[src/rtl/xalu_ise_issue_pkg.sv]
// Shared constants for the xalu_ise custom-instruction issuer:
// custom opcode encodings, instruction field positions and FSM state codes.
package xalu_ise_issue_pkg;

    localparam logic [6:0] CUSTOM_0 = 7'h0B;
    localparam logic [6:0] CUSTOM_1 = 7'h2B;
    localparam logic [6:0] CUSTOM_2 = 7'h5B;
    localparam logic [6:0] CUSTOM_3 = 7'h7B;

    // All four custom-x opcodes share insn[4:0] == 5'b01011
    localparam logic [6:0] CUSTOM_OPC_MASK = 7'h1F;
    localparam logic [6:0] CUSTOM_OPC_VAL  = 7'h0B;

    localparam int FUNCT7_HI = 31;
    localparam int FUNCT7_LO = 25;
    localparam int FUNCT3_HI = 14;
    localparam int FUNCT3_LO = 12;
    localparam int RD_HI     = 11;
    localparam int RD_LO     = 7;
    localparam int OPC_HI    = 6;
    localparam int OPC_LO    = 0;

    localparam logic [1:0] ST_IDLE = 2'd0;
    localparam logic [1:0] ST_BUSY = 2'd1;
    localparam logic [1:0] ST_RESP = 2'd2;

endpackage

[src/rtl/xalu_ise_issue_dec.sv]
// Combinational decode of a raw instruction word into the fields driven
// towards the ISE unit and back to writeback.
module xalu_ise_issue_dec
    import xalu_ise_issue_pkg::*;
(
    input  logic [31:0] insn,
    output logic        is_custom,
    output logic [4:0]  fn,
    output logic [6:0]  imm,
    output logic [4:0]  rd
);

    logic [6:0] opc_s;
    logic       unused_s;

    assign opc_s     = insn[OPC_HI:OPC_LO];
    assign is_custom = ((opc_s & CUSTOM_OPC_MASK) == CUSTOM_OPC_VAL);
    assign fn        = {insn[FUNCT3_HI:FUNCT3_LO], opc_s[6:5]};
    assign imm       = insn[FUNCT7_HI:FUNCT7_LO];
    assign rd        = insn[RD_HI:RD_LO];

    // rs1/rs2 register indices are not needed: operand values arrive separately
    assign unused_s  = ^insn[24:15];

endmodule

[src/rtl/xalu_ise_issue.sv]
// Core-side issuer for the xalu_ise custom-instruction port: one instruction in
// flight, ISE request with timeout, and a held response towards writeback.
module xalu_ise_issue
    import xalu_ise_issue_pkg::*;
#(
    parameter int TIMEOUT = 8,
    parameter int CNT_W   = 4
) (
    input  logic        ise_clk,
    input  logic        ise_rst,
    input  logic        flush,
    input  logic        req_valid,
    output logic        req_ready,
    input  logic [31:0] req_insn,
    input  logic [31:0] req_rs1,
    input  logic [31:0] req_rs2,
    output logic        ise_val,
    output logic [4:0]  ise_fn,
    output logic [6:0]  ise_imm,
    output logic [31:0] ise_in1,
    output logic [31:0] ise_in2,
    input  logic        ise_oval,
    input  logic [31:0] ise_out,
    output logic        rsp_valid,
    input  logic        rsp_ready,
    output logic [4:0]  rsp_rd,
    output logic        rsp_wen,
    output logic [31:0] rsp_data,
    output logic        rsp_illegal
);

    logic [1:0]       state_r;
    logic [CNT_W-1:0] cnt_r;
    logic             dec_custom_s;
    logic [4:0]       dec_fn_s;
    logic [6:0]       dec_imm_s;
    logic [4:0]       dec_rd_s;
    logic             timeout_s;

    xalu_ise_issue_dec u_dec (
        .insn      (req_insn),
        .is_custom (dec_custom_s),
        .fn        (dec_fn_s),
        .imm       (dec_imm_s),
        .rd        (dec_rd_s)
    );

    // Depends only on registered state and flush, never on rsp_ready
    assign req_ready = (state_r == ST_IDLE) && !flush;
    assign timeout_s = (cnt_r == CNT_W'(TIMEOUT - 1));

    // Issue FSM, wait counter, ISE request registers and response registers
    always_ff @(posedge ise_clk) begin
        if (ise_rst) begin
            state_r     <= ST_IDLE;
            cnt_r       <= '0;
            ise_val     <= 1'b0;
            ise_fn      <= 5'd0;
            ise_imm     <= 7'd0;
            ise_in1     <= 32'd0;
            ise_in2     <= 32'd0;
            rsp_valid   <= 1'b0;
            rsp_rd      <= 5'd0;
            rsp_wen     <= 1'b0;
            rsp_data    <= 32'd0;
            rsp_illegal <= 1'b0;
        end else if (flush) begin
            state_r   <= ST_IDLE;
            cnt_r     <= '0;
            ise_val   <= 1'b0;
            rsp_valid <= 1'b0;
        end else begin
            case (state_r)
                ST_IDLE: begin
                    if (req_valid && req_ready) begin
                        ise_fn  <= dec_fn_s;
                        ise_imm <= dec_imm_s;
                        ise_in1 <= req_rs1;
                        ise_in2 <= req_rs2;
                        rsp_rd  <= dec_rd_s;
                        cnt_r   <= '0;
                        if (dec_custom_s) begin
                            state_r <= ST_BUSY;
                            ise_val <= 1'b1;
                        end else begin
                            // Not a custom-x opcode: report illegal without touching the ISE
                            state_r     <= ST_RESP;
                            rsp_valid   <= 1'b1;
                            rsp_illegal <= 1'b1;
                            rsp_wen     <= 1'b0;
                            rsp_data    <= 32'd0;
                        end
                    end
                end
                ST_BUSY: begin
                    if (ise_oval) begin
                        state_r     <= ST_RESP;
                        ise_val     <= 1'b0;
                        rsp_valid   <= 1'b1;
                        rsp_illegal <= 1'b0;
                        rsp_wen     <= (rsp_rd != 5'd0);
                        rsp_data    <= ise_out;
                    end else if (timeout_s) begin
                        state_r     <= ST_RESP;
                        ise_val     <= 1'b0;
                        rsp_valid   <= 1'b1;
                        rsp_illegal <= 1'b1;
                        rsp_wen     <= 1'b0;
                        rsp_data    <= 32'd0;
                    end else begin
                        cnt_r <= cnt_r + CNT_W'(1);
                    end
                end
                ST_RESP: begin
                    if (rsp_ready) begin
                        state_r   <= ST_IDLE;
                        rsp_valid <= 1'b0;
                    end
                end
                default: begin
                    state_r   <= ST_IDLE;
                    cnt_r     <= '0;
                    ise_val   <= 1'b0;
                    rsp_valid <= 1'b0;
                end
            endcase
        end
    end

endmodule
[config.mk]
export PLATFORM = sky130hd
export DESIGN_NAME = xalu_ise_issue
export DESIGN_NICKNAME = d
export VERILOG_FILES = /design/src/rtl/xalu_ise_issue_pkg.sv /design/src/rtl/xalu_ise_issue_dec.sv /design/src/rtl/xalu_ise_issue.sv
export SDC_FILE = /design/constraint.sdc
export NUM_CORES = 1
export LEC_CHECK = 0
export ABC_CLOCK_PERIOD_IN_PS = 2150
export BUFFER_PORTS_ARGS = -buffer_cell sky130_fd_sc_hd__buf_2
export CAP_MARGIN = 10
export CELL_PAD_IN_SITES_DETAIL_PLACEMENT = 1
export CELL_PAD_IN_SITES_GLOBAL_PLACEMENT = 2
export CORE_MARGIN = 2
export CORE_UTILIZATION = 25
export DETAILED_ROUTE_END_ITERATION = 16
export GPL_TIMING_DRIVEN = 0
export HOLD_SLACK_MARGIN = 0.05
export PLACE_DENSITY_LB_ADDON = 0.1
export SETUP_SLACK_MARGIN = 0.3
export SKIP_CTS_REPAIR_TIMING = 1
export SYNTH_ARGS = -nofsm -noshare
export SYNTH_HDL_FRONTEND = slang
export SYNTH_HIERARCHICAL = 1
export SYNTH_SLANG_ARGS = --single-unit
[constraint.sdc]
create_clock -name ise_clk -period 2.15 [get_ports ise_clk]
set_clock_uncertainty 0.05 [all_clocks]
set_input_delay 0.215 -clock ise_clk [delete_from_list [all_inputs] [get_ports ise_clk]]
set_output_delay 0.215 -clock ise_clk [all_outputs]
set_load 0.02 [all_outputs]
# [Word level (Yosys, flattened, before mapping)]
# Index checks and enable logic that the tools add are counted.
[classes] add_sub_neg=1 multipliers=0 div_mod_pow=0 order_cmp=0 n_eq_ne=11 shifts=0 mux=32 n_bitwise=2 reduce_logical=13
[ops] operator="$mux 32" count=4
[ops] operator="$pmux 32 s2" count=1
[ops] operator="$mux 1" count=13
[ops] operator="$mux 4" count=3
[ops] operator="$pmux 4 s3" count=1
[ops] operator="$reduce_and 4->1" count=3
[ops] operator="$mux 2" count=5
[ops] operator="$ne 2x2->1 const B" count=5
[ops] operator="$pmux 1 s3" count=2
[ops] operator="$pmux 2 s3" count=1
[ops] operator="$reduce_and 3->1" count=2
[ops] operator="$eq 5x4->1 const B" count=1
[ops] operator="$reduce_and 5->1" count=1
[ops] operator="$reduce_bool 5->1" count=1
[ops] operator="$add 4x1->4 const B" count=1
[ops] operator="$eq 4x3->1 const B" count=1
[ops] operator="$pmux 1 s2" count=2
[ops] operator="$ne 3x3->1 const B" count=1
[ops] operator="$eq 2x1->1 const B" count=1
[ops] operator="$eq 2x2->1 const B" count=1
[ops] operator="$logic_and 1x1->1" count=2
[ops] operator="$logic_not 2->1" count=1
[ops] operator="$ne 2x1->1 const B" count=1
[ops] operator="$not 1->1" count=2
[ops] operator="3 further kinds" count=3
[totals] register_bits=123 latch_bits=0 mem_bits_rw=0 romBits=0 inputBits=134 out_inout_bits=118 word_cells=71 n_memories=0

# [Logic depth before layout (Yosys ltp)]
[depth] ltp_word=5 ltp_mapped=7 ltp_nobuf=6

# [By module]
# Netlist, hierarchy kept.
[modules_own_cells] mod="xalu_ise_issue" n_inst=1 cells_each=485 area_per_inst_um2=4585.6 seq_area_each_um2=2462.4
[modules_own_cells] mod="xalu_ise_issue_dec" n_inst=1 cells_each=19 area_per_inst_um2=140.1 seq_area_each_um2=0.0

# [Worst setup path before layout]
# No wires, ideal clock.
[synth_timing] path_type="register to register" from="register state_r[1]" to="register ise_in1[20]" setup_ps=136 arrival_time_ps=1638 required_time_ps=1964 slack_ps=325 stages_incl_launch_ff=7 n_path_buf=2 synth_period_minus_slack_ps=1825 path_cell_list="dfxtp_1 -> buf_6 -> nor3_1 -> nand2_2 -> buf_4 -> nand2_1 -> a21oi_2"
[synth_between] elab_chain_cells=4
[synth_rtl] item="start: declaration" line_no="xalu_ise_issue.sv:32" source="logic [1:0] state_r;"
[synth_rtl] item="start signal: assignment" line_no="xalu_ise_issue.sv:55" source="state_r <= ST_IDLE;"
[synth_rtl] item="start signal: assignment" line_no="xalu_ise_issue.sv:68" source="state_r <= ST_IDLE;"
[synth_rtl] item="start signal: assignment" line_no="xalu_ise_issue.sv:83" source="state_r <= ST_BUSY;"
[synth_rtl] item="$logic_not 2->1" line_no="xalu_ise_issue.sv:49" source="assign req_ready = (state_r == ST_IDLE) && !flush;"
[synth_rtl] item="$logic_and 1x1->1" line_no="xalu_ise_issue.sv:49"
[synth_rtl] item="via req_ready" line_no="xalu_ise_issue.sv:13" source="output logic req_ready,"
[synth_rtl] item="$logic_and 1x1->1" line_no="xalu_ise_issue.sv:75" source="if (req_valid && req_ready) begin"
[synth_rtl] item="$reduce_and 3->1 (no line)"
[synth_rtl] item="end signal: assignment" line_no="xalu_ise_issue.sv:78" source="ise_in1 <= req_rs1;"
[synth_rtl] item="end: declaration" line_no="xalu_ise_issue.sv:20" source="output logic [31:0] ise_in1,"
# The timed path passes the listed nets, and every way through them passes these cells.
# A chain may end at the register's enable or synchronous reset.

# [Worst setup path in the final report]
[layout_timing] from="register cnt_r[0]" to="register rsp_data[24]"
[layout_between] elab_chain_cells=3
[layout_rtl] item="start: declaration" line_no="xalu_ise_issue.sv:33" source="logic [CNT_W-1:0] cnt_r;"
[layout_rtl] item="start signal: assignment" line_no="xalu_ise_issue.sv:111" source="cnt_r <= cnt_r + CNT_W'(1);"
[layout_rtl] item="$eq 4x3->1" line_no="xalu_ise_issue.sv:50" source="assign timeout_s = (cnt_r == CNT_W'(TIMEOUT - 1));"
[layout_rtl] item="$ne 3x3->1 (no line)"
[layout_rtl] item="$reduce_and 5->1 (no line)"
[layout_rtl] item="end signal: assignment" line_no="xalu_ise_issue.sv:102" source="rsp_data <= ise_out;"
[layout_rtl] item="end: declaration" line_no="xalu_ise_issue.sv:28" source="output logic [31:0] rsp_data,"
# Every way passes these cells.

==> impl_metrics.tcl <==
set metrics [dict create \
    synth_warnings 6 \
    io_pins 252 \
    wl_per_cell_um 14.9 \
    worstPathCellList "ha_2, nand3b_1, a31oi_4, a21oi_4, buf_2, a22o_1" \
    gr-total-overflow 0 \
    die_h_um 141 \
    dieArea_um2 20000 \
    hold_viol 0 \
    rows 50 \
    cp-end-kind "register" \
    port-buffer-count 223 \
    grt_pass1_vias 4557 \
    postSynthAreaPerCell_um2 9.38 \
    setup_tns_ps 0 \
    rsz0062_at_grt "no" \
    layout_common_cells "buf_2, nand2_1, dfxtp_1" \
    critPathSlowestCell "dfxtp_1" \
    routed_wl_um 16500 \
    cts_tree "yes" \
    yosys_register_bits 123 \
    clock_latency_ps 410 \
    synth_area_leader_cell "dfxtp_1" \
    slew_viol_final 0 \
    synth_nets 639 \
    mostFrequentLayoutCell "buf_2" \
    clock_sinks 123 \
    numCtsBuffers 17 \
    fp.coreArea_um2 18600 \
    min_path_type "input port to register" \
    start_util_pct 25.3 \
    critPathMaxFanout 10 \
    grt_max_degree 17 \
    drtIter0Drc 121 \
    netlist_instances 504 \
    cp.required_ps 2400 \
    synth_edf_count 0 \
    p_per_area_nw_per_um2 759 \
    clockBufferDepth 2 \
    cp_top_family "compound AO/OA/AOI/OAI gates" \
    stdcell_count 1109 \
    place_inst 961 \
    worst_pin_slew_ps 704 \
    first_pass_iters 4 \
    h-tree-depth 4 \
    max-slew-margin-rel_pct 53.1 \
    finalSetupViolations 0 \
    min_period_ps 1730 \
    root_buffer "clkbuf_16" \
    fmax_mhz 578 \
    ant_nets 0 \
    synth_top_area_share_pct 52.1 \
    ys_types 39 \
    path_buf_inv 1 \
    irDropWorstVdd_uv 487 \
    maxCapViolations 0 \
    vias_per_cell 4.34 \
    leakage_nw 3.55 \
    area_growth_pct 67.0 \
    antenna_found_initial 1 \
    path_class "register to register" \
    crit_arrival_ps 1980 \
    ys.flop_type "dfxtp_1" \
    drt_drc_violations_left 0 \
    dpl_cell_area_um2 6130 \
    gp_congestion 0.732 \
    post-dp-hpwl_um 11400 \
    ys_seq_area_share_pct 52.1 \
    max_stage_delay_ps 380 \
    cts.reportedPaths.clkPinSlew_ps 60 \
    track_usage_pct 15.0 \
    final_layout_size_suffix_gt1_share_pct 38.7 \
    ys_top_cells_by_area "dfxtp_1, nand2_1, a21oi_1" \
    outcome "complete, no violations" \
    dr_total_vias 4811 \
    fin_nets 996 \
    grt_pass1_wl_um 23300 \
    fin_crit_sh_pct 80.5 \
    final_cell_area_um2 7890 \
    synthArstFlopShare_pct 0 \
    fp.dieW_um 141 \
    synth_area_um2 4730 \
    critPathLaunchType "register" \
]
==> per-layer routing <==
| layer | up-vias | wire (µm) | global-route usage (%) |
|---|---|---|---|
| met1 | 2237 | 7100 | 17.3 |
| met3 | 20 | 990 | 5.26 |
| met5 | - | 0 | 0 |
| met4 | 0 | 284 | 6.37 |
| met2 | 161 | 8120 | 25.1 |
| li1 | 2393 | - | - |
==> worst register-to-register path, delay by kind of cell (launching register included) <==
kind	cells	cell delay (ps)
compound gates	3	560
flops	1	380
fa+ha+maj	1	240
buf+inv	1	210
simple gates	1	180
==> cell usage after synthesis (all sizes together) (2+ instances only) <==
master and number:
a21oi 86, a22o 33, a31oi 2, buf 44, clkbuf 8, dfxtp 123, inv 3, nand2 167
nand2b 3, nor2 8, nor3 5, o21ai 5
==> state kept, by name, indices dropped and copies added (netlist names), 2 cells and up <==
name / flops
ise_fn: 5
rsp_data: 32
ise_in2: 32
ise_in1: 32
rsp_rd: 5
cnt_r: 4
state_r: 2
ise_imm: 7
==> stage by stage <==
stage / total power [mW] / utilization (%) / hold WS (ps) / setup WS (ps)
after floorplan: 2.80 / - / 266 / 325
after detailed placement: 3.06 / 32.9 / 386 / 247
after CTS: 5.91 / 36.1 / -58.2 / 291
after global routing: 6.25 / 42.3 / 136 / 304
after global placement: 3.05 / 32.9 / 382 / 358
final: 5.99 / 42.3 / 78.1 / 419
==> cells by family (layout without fill, tap and decap cells) <==
logic type | after synthesis | after routing | synth area share (%)
compound gates | 131 | 131 | 19.4
fa+ha+maj | 1 | 1 | 0.265
buf+inv | 55 | 425 | 10.6
flops | 123 | 123 | 52.1
other cells | 0 | 1 | 0
simple gates | 194 | 194 | 17.7
==> worst paths after layout <==
kind / startpoint / endpoint / slack (ps) / depth (start not counted)
hold / removal: rsp_ready / rsp_valid / 80 / 4
setup / recovery: cnt_r[0] / rsp_data[24] / 420 / 6
hold reg to reg: ise_in1[2] / ise_in1[2] / 400 / 2
setup reg to reg: cnt_r[0] / rsp_data[24] / 420 / 6
==> layout make-up <==
class	instances	area [µm²]
Clock buffer	21	480
Inverter	3	11.3
Fill cell	2196	10800
Tap cell	234	293
Sequential cell	123	2460
Multi-Input combinational cell	326	1780
Antenna cell	1	2.50
Buffer	52	488
Timing Repair Buffer	338	2260
Clock inverter	11	108
==> power by group <==
group / switching [mW] / internal (mW)
combinational: 0.387 / 0.395
sequential: 0.0364 / 2.35
clock: 1.09 / 1.72
Note: power is estimated with default switching activity, not from simulation.
